File: config.mk
export PLATFORM = sky130hd
export DESIGN_NAME = fetch_queue_unit
export DESIGN_NICKNAME = d
export VERILOG_FILES = /design/src/rtl/fetch_pkg.sv /design/src/rtl/fetch_fifo.sv /design/src/rtl/fetch_queue_unit.sv
export SDC_FILE = /design/constraint.sdc
export NUM_CORES = 1
export LEC_CHECK = 0
export BUFFER_PORTS_ARGS = -buffer_cell sky130_fd_sc_hd__buf_2
export CAP_MARGIN = 20
export CORE_UTILIZATION = 57
export DETAILED_ROUTE_END_ITERATION = 10
export GPL_TIMING_DRIVEN = 0
export PLACE_DENSITY = 0.76
export SLEW_MARGIN = 40
export SYNTH_ARGS = -nofsm -noshare
export SYNTH_HDL_FRONTEND = slang
export SYNTH_HIERARCHICAL = 1
export SYNTH_SLANG_ARGS = --single-unit
File: constraint.sdc
create_clock -name clk -period 3.9 [get_ports clk]
set_input_delay 0.195 -clock clk [delete_from_list [all_inputs] [get_ports clk]]
set_output_delay 0.195 -clock clk [all_outputs]
set_load 0.03 [all_outputs]
File: src/rtl/fetch_pkg.sv
// Shared types for the decoupled fetch stage: one queued fetch entry and the instruction size.
package fetch_pkg;
  localparam int FETCH_XLEN  = 32;
  localparam int INSTR_BYTES = 4;

  typedef struct packed {
    logic [FETCH_XLEN-1:0] pc;
    logic [31:0]           instr;
  } fetch_entry_t;
endpackage

File: src/rtl/fetch_fifo.sv
// Circular instruction queue with wrapping pointers, occupancy count and synchronous flush.
// Storage is left unreset; only the pointers and the count clear.
module fetch_fifo #(
  parameter int WIDTH = 64,
  parameter int DEPTH = 4,
  localparam int CW   = $clog2(DEPTH + 1)
) (
  input  logic             clk,
  input  logic             rst_n,
  input  logic             flush_i,
  input  logic             push_i,
  input  logic [WIDTH-1:0] wdata_i,
  input  logic             pop_i,
  output logic [WIDTH-1:0] rdata_o,
  output logic             empty_o,
  output logic             full_o,
  output logic [CW-1:0]    count_o
);
  localparam int AW = $clog2(DEPTH);

  logic [WIDTH-1:0] mem_q [DEPTH];
  logic [AW-1:0]    wr_ptr_q, wr_ptr_d, rd_ptr_q, rd_ptr_d;
  logic [CW-1:0]    count_q, count_d;

  always_comb begin
    wr_ptr_d = wr_ptr_q;
    rd_ptr_d = rd_ptr_q;
    count_d  = count_q;
    if (flush_i) begin
      wr_ptr_d = '0;
      rd_ptr_d = '0;
      count_d  = '0;
    end else begin
      if (push_i) wr_ptr_d = wr_ptr_q + 1'b1;
      if (pop_i)  rd_ptr_d = rd_ptr_q + 1'b1;
      count_d = count_q + CW'(push_i) - CW'(pop_i);
    end
  end

  always_ff @(posedge clk or negedge rst_n) begin
    if (!rst_n) begin
      wr_ptr_q <= '0;
      rd_ptr_q <= '0;
      count_q  <= '0;
    end else begin
      wr_ptr_q <= wr_ptr_d;
      rd_ptr_q <= rd_ptr_d;
      count_q  <= count_d;
    end
  end

  // A full queue may still accept a push when the head pops in the same cycle.
  always_ff @(posedge clk) begin
    if (push_i && !flush_i) mem_q[wr_ptr_q] <= wdata_i;
  end

  assign rdata_o = mem_q[rd_ptr_q];
  assign empty_o = (count_q == '0);
  assign full_o  = (count_q == CW'(DEPTH));
  assign count_o = count_q;

  a_no_overflow:  assert property (@(posedge clk) disable iff (!rst_n)
                    !(push_i && full_o && !pop_i && !flush_i));
  a_no_underflow: assert property (@(posedge clk) disable iff (!rst_n)
                    !(pop_i && empty_o));
endmodule

File: src/rtl/fetch_queue_unit.sv
// Decoupled fetch: credit-limited request issue, in-order response capture into a queue,
// and redirect handling that flushes the queue and squashes responses still in flight.
module fetch_queue_unit
  import fetch_pkg::*;
#(
  parameter int              XLEN            = 32,
  parameter logic [XLEN-1:0] PC_START        = 32'h8000_0000,
  parameter int              FIFO_DEPTH      = 4,
  parameter int              MAX_OUTSTANDING = 2
) (
  input  logic            clk,
  input  logic            reset_n,
  output logic            imem_req_valid,
  input  logic            imem_req_ready,
  output logic [XLEN-1:0] imem_req_addr,
  input  logic            imem_rsp_valid,
  input  logic [31:0]     imem_rsp_data,
  input  logic            E_redirect_valid,
  input  logic [XLEN-1:0] E_redirect_pc,
  output logic            F_valid,
  input  logic            F_ready,
  output logic [31:0]     F_instr,
  output logic [XLEN-1:0] F_pc_current,
  output logic [XLEN-1:0] F_pc_plus_4,
  output logic [XLEN-1:0] pc
);
  localparam int              OW   = $clog2(MAX_OUTSTANDING + 1);
  localparam int              CW   = $clog2(FIFO_DEPTH + 1);
  localparam logic [XLEN-1:0] STEP = XLEN'(INSTR_BYTES);

  logic            run_q;
  logic [XLEN-1:0] fetch_pc_q, fetch_pc_d, rsp_pc_q, rsp_pc_d;
  logic [OW-1:0]   outstanding_q, outstanding_d, drop_cnt_q, drop_cnt_d;
  logic [CW-1:0]   count;
  logic            credit_ok, fire, push, pop, q_empty, q_full;
  fetch_entry_t    wr_entry, rd_entry;

  // Counting queued entries plus in-flight reads guarantees every response has a slot.
  assign credit_ok = (int'(outstanding_q) < MAX_OUTSTANDING) &&
                     (int'(outstanding_q) + int'(count) < FIFO_DEPTH);

  assign imem_req_valid = run_q && !E_redirect_valid && credit_ok;
  assign imem_req_addr  = fetch_pc_q;
  assign pc             = fetch_pc_q;
  assign fire           = imem_req_valid && imem_req_ready;
  assign push           = imem_rsp_valid && (drop_cnt_q == '0) && !E_redirect_valid;
  assign pop            = F_valid && F_ready;

  always_comb begin
    fetch_pc_d    = fetch_pc_q;
    rsp_pc_d      = rsp_pc_q;
    drop_cnt_d    = drop_cnt_q;
    outstanding_d = outstanding_q + OW'(fire) - OW'(imem_rsp_valid);
    if (E_redirect_valid) begin
      // Everything still in flight after this cycle's response belongs to the old path.
      fetch_pc_d = E_redirect_pc;
      rsp_pc_d   = E_redirect_pc;
      drop_cnt_d = outstanding_q - OW'(imem_rsp_valid);
    end else begin
      if (fire) fetch_pc_d = fetch_pc_q + STEP;
      if (push) rsp_pc_d   = rsp_pc_q + STEP;
      if (imem_rsp_valid && (drop_cnt_q != '0)) drop_cnt_d = drop_cnt_q - 1'b1;
    end
  end

  always_ff @(posedge clk or negedge reset_n) begin
    if (!reset_n) begin
      run_q         <= 1'b0;
      fetch_pc_q    <= PC_START;
      rsp_pc_q      <= PC_START;
      outstanding_q <= '0;
      drop_cnt_q    <= '0;
    end else begin
      run_q         <= 1'b1;
      fetch_pc_q    <= fetch_pc_d;
      rsp_pc_q      <= rsp_pc_d;
      outstanding_q <= outstanding_d;
      drop_cnt_q    <= drop_cnt_d;
    end
  end

  assign wr_entry = '{pc: rsp_pc_q, instr: imem_rsp_data};

  fetch_fifo #(
    .WIDTH($bits(fetch_entry_t)),
    .DEPTH(FIFO_DEPTH)
  ) u_fifo (
    .clk    (clk),
    .rst_n  (reset_n),
    .flush_i(E_redirect_valid),
    .push_i (push),
    .wdata_i(wr_entry),
    .pop_i  (pop),
    .rdata_o(rd_entry),
    .empty_o(q_empty),
    .full_o (q_full),
    .count_o(count)
  );

  assign F_valid      = !q_empty;
  assign F_instr      = F_valid ? rd_entry.instr : '0;
  assign F_pc_current = F_valid ? rd_entry.pc : '0;
  assign F_pc_plus_4  = F_pc_current + STEP;

  a_rsp_expected: assert property (@(posedge clk) disable iff (!reset_n)
                    imem_rsp_valid |-> (outstanding_q != '0));
  a_drop_bound:   assert property (@(posedge clk) disable iff (!reset_n)
                    drop_cnt_q <= outstanding_q);
  a_credit_full:  assert property (@(posedge clk) disable iff (!reset_n)
                    q_full |-> !imem_req_valid);
endmodule

== After elaboration in Yosys (flattened, before gate mapping) ==
Memory sizes are Yosys's and may differ from the RTL's.
Index checks and enable logic that the tools add are counted.
Widths: inputs -> output; s select.

* Latch bits: 0
* Input bits: 70
* Memories kept: 1
* Bits in writable memories: 256
* Bits in read-only memories: 0
* Output and inout port bits: 162
* Logic and storage cells: 56
* Register bits: 76

* Div/mod/pow operators: 0
* Reductions and logical operators: 18
* Shift operators: 0
* Multiply operators: 0
* Mux-type cells: 15
* Magnitude comparators: 2
* Eq/ne operators: 0
* Bitwise gates (word level): 0
* $add $sub $neg: 12

{| class="wikitable"
|+ Memory list
! name !! depth !! width !! read ports !! clocked after Yosys merged registers in !! write ports !! RTL line !! source
|-
| u_fifo.mem_q || 4 || 64 || 1 || 0 || 1 || fetch_fifo.sv:21 || <nowiki>logic [WIDTH-1:0] mem_q [DEPTH];</nowiki>
|}

{| class="wikitable"
|+ Operators by type and width
! cell !! count
|-
| $mux 32 || 6
|-
| $add 32x3->32 const B || 3
|-
| $mux 2 || 6
|-
| $reduce_bool 2->1 || 5
|-
| $logic_and 1x1->1 || 9
|-
| $add 2x1->2 const B || 2
|-
| $add 2x3->4 || 1
|-
| $lt 4x3->1 const B || 1
|-
| $sub 2x1->2 || 2
|-
| $add 3x1->3 || 1
|-
| $logic_not 3->1 || 1
|-
| $mux 3 || 1
|-
| $sub 3x1->3 || 1
|-
| $add 2x1->2 || 1
|-
| $logic_not 1->1 || 2
|-
| $logic_not 2->1 || 1
|-
| $lt 2x2->1 const B || 1
|-
| $mux 1 || 2
|-
| $sub 2x1->2 const B || 1
|}

== Longest topological paths before layout ==
* Word-level depth: 7
* Depth in mapped cells: 11
* Gate-level depth less buffers: 10

== Hierarchy ==
The synthesis kept the hierarchy.

{| class="wikitable"
|+ Modules (own cells, without submodules)
! module !! seq. area each (um^2) !! times used !! area each (um^2) !! cells each
|-
| fetch_fifo || 7862.5 || 1 || 9700.6 || 374
|-
| fetch_queue_unit || 1729.2 || 1 || 5154.9 || 611
|}

== Worst setup path after synthesis ==
No wires, ideal clock.

* Path kind: reg-to-output
* From: register u_fifo.rd_ptr_q[0]
* To: output F_pc_plus_4[30]
* Setup slack: 0.426 ns
* Buffers on the path: 2
* Cell stages (with the launch flop): 10
* Required time: 3.705 ns
* Arrival: 3.279 ns
* Cell sequence: dfrtp_1 > buf_6 > buf_4 > mux4_2 > nor2b_1 > ha_1 > nand4b_1 > nor4_1 > nand4_1 > xnor2_1

{| class="wikitable"
|+ RTL lines
! item !! RTL line !! source
|-
| start, declared || fetch_fifo.sv:22 || <nowiki>logic [AW-1:0] wr_ptr_q, wr_ptr_d, rd_ptr_q, rd_ptr_d;</nowiki>
|-
| start signal, assigned || fetch_fifo.sv:47 || <nowiki>rd_ptr_q <= rd_ptr_d;</nowiki>
|-
| end, declared || fetch_queue_unit.sv:24 || <nowiki>output logic [XLEN-1:0] F_pc_plus_4,</nowiki>
|}

==> insert_results.sql <==
INSERT INTO impl_metrics (metric_group, metric, value, unit) VALUES
('global_routing', 'globalRouteOverflowTotal', '0', ''),
('sta', 'slew_viol_final', '0', ''),
('clock_network', 'worst_setup_hold_path_clk_slew', '0.06', 'ns'),
('worst_setup_path', 'rr_worst_depth', '11', ''),
('sta', 'clock-skew-final', '0.0106', 'ns'),
('placed_design', 'numPlacedInstances', '1553', ''),
('outcome', 'status', 'complete, no violations', ''),
('worst_setup_path', 'setup.worst_path.class', 'register to primary output', ''),
('hold_path', 'worst_hold_path_type', 'input port to register', ''),
('clock_network', 'cts_made_buffers', '34', ''),
('sta', 'final-setup-viol-count', '0', ''),
('drt', 'detailed_route_vias_per_instance', '5.77', ''),
('global_routing', 'grt_first_pass_wirelength', '53700', 'um'),
('worst_setup_path', 'critical_path_arrival', '3.67', 'ns'),
('power_and_ir_drop', 'p_leak', '7.06', 'nW'),
('cells_and_area', 'finish.net_count', '1407', ''),
('sta', 'tightestPinTransition', '0.731', 'ns'),
('global_routing', 'grt_max_degree', '58', ''),
('power_and_ir_drop', 'irDropWorstVdd', '0.000694', 'V'),
('placed_design', 'place_area', '16600', 'sq um'),
('worst_setup_path', 'crit_path_start_kind', 'register', ''),
('worst_setup_path', 'critical_path_peak_fanout', '10', ''),
('worst_setup_path', 'crit_end', 'F_pc_plus_4[22]', ''),
('placed_design', 'buffer_ports.inserted', '231', ''),
('power_and_ir_drop', 'power.density', '645', 'nW/um^2'),
('cells_and_area', 'final_cell_mix', 'sky130_fd_sc_hd__edfxtp_1, sky130_fd_sc_hd__buf_2, sky130_fd_sc_hd__dfrtp_1, sky130_fd_sc_hd__mux4_2, sky130_fd_sc_hd__dlygate4sd3_1', ''),
('clock_network', 'clock-sinks', '332', ''),
('die', 'die_height', '163', 'um'),
('sta', 'fmax', '259', 'MHz'),
('drt', 'post_detailed_route_wirelength_per_cell', '20.9', 'um'),
('cells_and_area', 'most_common_cell_after_layout_fill_and_taps_aside', 'sky130_fd_sc_hd__edfxtp_1', ''),
('die', 'initial_utilization', '58.5', '%'),
('sta', 'rsz0062_at_grt', 'true', ''),
('placed_design', 'dp_hpwl', '23000', 'um'),
('drt', 'initialDrtViolationCount', '875', ''),
('sta', 'layout_worst_path_cycle_share', '99.0', '%'),
('drt', 'detail_route.drc_violations', '0', ''),
('global_routing', 'track_usage', '26.9', '%'),
('drt', 'vias', '9684', ''),
('synth', 'synth_cells', '984', ''),
('cells_and_area', 'flow.area_growth_from_synthesis', '24.4', '%'),
('worst_setup_path', 'timing.rr.end', 'outstanding_q[1]', ''),
('worst_setup_path', 'end_kind', 'primary output', ''),
('worst_setup_path', 'ff2ff_setup_slack', '0.77', 'ns'),
('synth', 'synth.yosys.warnings', '6', ''),
('power_and_ir_drop', 'fin_total_pwr', '11.9', 'mW'),
('worst_setup_path', 'startpoint', 'u_fifo/rd_ptr_q[0]', ''),
('clock_network', 'cts.root.buffer_cell', 'sky130_fd_sc_hd__clkbuf_16', ''),
('drt', 'first_pass_iters', '5', ''),
('sta', 'period_minus_slack', '3.86', 'ns'),
('clock_network', 'htree_num_levels', '2', ''),
('cells_and_area', 'drive_above_1_share', '33.3', '%'),
('sta', 'max_slew_margin', '50.9', '%'),
('synth', 'postSynthAreaPerCell', '15.1', 'sq um'),
('clock_network', 'clk-insertion-delay-late', '0.51', 'ns'),
('cells_and_area', 'n_antenna_cell', '0', ''),
('placed_design', 'finalWeightedCongestion', '0.936', ''),
('die', 'io-pin-count', '232', ''),
('synth', 'synthesis.area', '14800', 'sq um'),
('drt', 'drt-total-wl', '35000', 'um'),
('die', 'design.die.area', '26700', 'sq um'),
('drt', 'final_antenna_net_count', '0', ''),
('die', 'core_area', '25400', 'sq um'),
('clock_network', 'tritoncts', 'done', ''),
('clock_network', 'max-clock-path-buffers', '3', ''),
('worst_setup_path', 'regToRegStartpoint', 'u_fifo/count_o[1]', ''),
('worst_setup_path', 'data_required_time_of_the_critical_path', '3.70', 'ns'),
('job', 'max-cap-violations', '0', ''),
('die', 'rows', '58', ''),
('cells_and_area', 'design_area', '18500', 'sq um'),
('synth', 'synth_net_count', '1069', ''),
('sta', 'timing_hold_violations_final', '0', ''),
('cells_and_area', 'post_layout_nonfiller_instances', '1677', ''),
('global_routing', 'via_count_of_the_first_global_routing_pass', '9648', ''),
('global_routing', 'grt_antenna_before_repair', '0', ''),
('die', 'die_width', '163', 'um');
==> where the power goes <==
part           leakage (nW)  switching, mW  total (mW)  internal [mW]
Combinational          3.27           2.81        4.35           1.55
Clock                 0.570           1.30        3.38           2.08
Sequential             3.22          0.195        4.18           3.99
Total                  7.06           4.30        11.9           7.61
==> state kept, by name (all words and copies together) (netlist names) <==
signal           flops
u_fifo/rd_ptr_q      2
imem_req_addr       32
u_fifo/count_o       3
run_q                1
u_fifo/mem_q       256
rsp_pc_q            32
drop_cnt_q           2
u_fifo/wr_ptr_q      2
outstanding_q        2
==> stage by stage <==
| step | setup TNS (ns) | utilization, % | hold WS (ns) | setup slack [ns] |
|---|---|---|---|---|
| after floorplan | 0 | - | -0.101 | 0.426 |
| after global placement | -289.61 | 64.6 | 0.411 | -1.16 |
| after detailed placement | -0.0269 | 65.4 | 0.0544 | -0.0269 |
| after CTS | 0 | 72.5 | 0.0155 | 0.0199 |
| after global routing | -0.111 | 72.7 | 0.0447 | -0.0746 |
| final | 0 | 72.7 | 0.0254 | 0.0377 |
==> timing repair <==
action / CTS / global route
gates resized for setup: 7 / 5
setup buffers: 0 / 2
endpoints found under the setup margin: 17 / 6
pin swaps: 0 / 2
endpoints found under the hold margin: 253 / 0
hold buffers: 61 / 0
==> worst max-delay path: stages (launching register included) <==
cell	delay (ns)
sky130_fd_sc_hd__dfrtp_1	0.37
sky130_fd_sc_hd__buf_6	0.13
sky130_fd_sc_hd__buf_4	0.20
sky130_fd_sc_hd__mux4_2	0.41
sky130_fd_sc_hd__nor2b_1	0.24
sky130_fd_sc_hd__ha_1	0.26
sky130_fd_sc_hd__nand4b_1	0.29
sky130_fd_sc_hd__or3_4	0.47
sky130_fd_sc_hd__nor2_2	0.12
sky130_fd_sc_hd__and2_1	0.15
sky130_fd_sc_hd__mux2_1	0.33
sky130_fd_sc_hd__buf_2	0.19
==> worst min-delay path by stage <==
stage / start / endpoint / slack (ns) / depth (start not counted)
2_1_floorplan: reset_n / drop_cnt_q[0] / -0.10 / 0
3_3_place_gp: imem_rsp_data[3] / u_fifo/mem_q[3][3] / 0.41 / 1
4_1_cts: E_redirect_pc[14] / rsp_pc_q[14] / 0.02 / 3
5_1_grt: E_redirect_valid / u_fifo/count_o[2] / 0.04 / 2
6_report: E_redirect_pc[14] / rsp_pc_q[14] / 0.03 / 3
3_5_place_dp: reset_n / outstanding_q[0] / 0.05 / 1
==> metal layers <==
metal | wire length, um | track usage (%) | up-vias
met5 | 0 | 0 | -
met4 | 846 | 8.11 | 0
met3 | 2880 | 4.47 | 56
met2 | 16900 | 44.1 | 485
met1 | 14400 | 37.2 | 4790
li1 | - | - | 4353
==> area by class of cell <==
class / count / area, sq um
inverter: 28 / 105
buffer: 75 / 523
clock inverter: 16 / 205
fill: 1638 / 6930
clock buffer: 45 / 966
multi-input combinational: 549 / 4700
tap: 330 / 413
sequential: 332 / 9590
timing repair buffer: 302 / 1960
(Power assumes the default switching activity.)
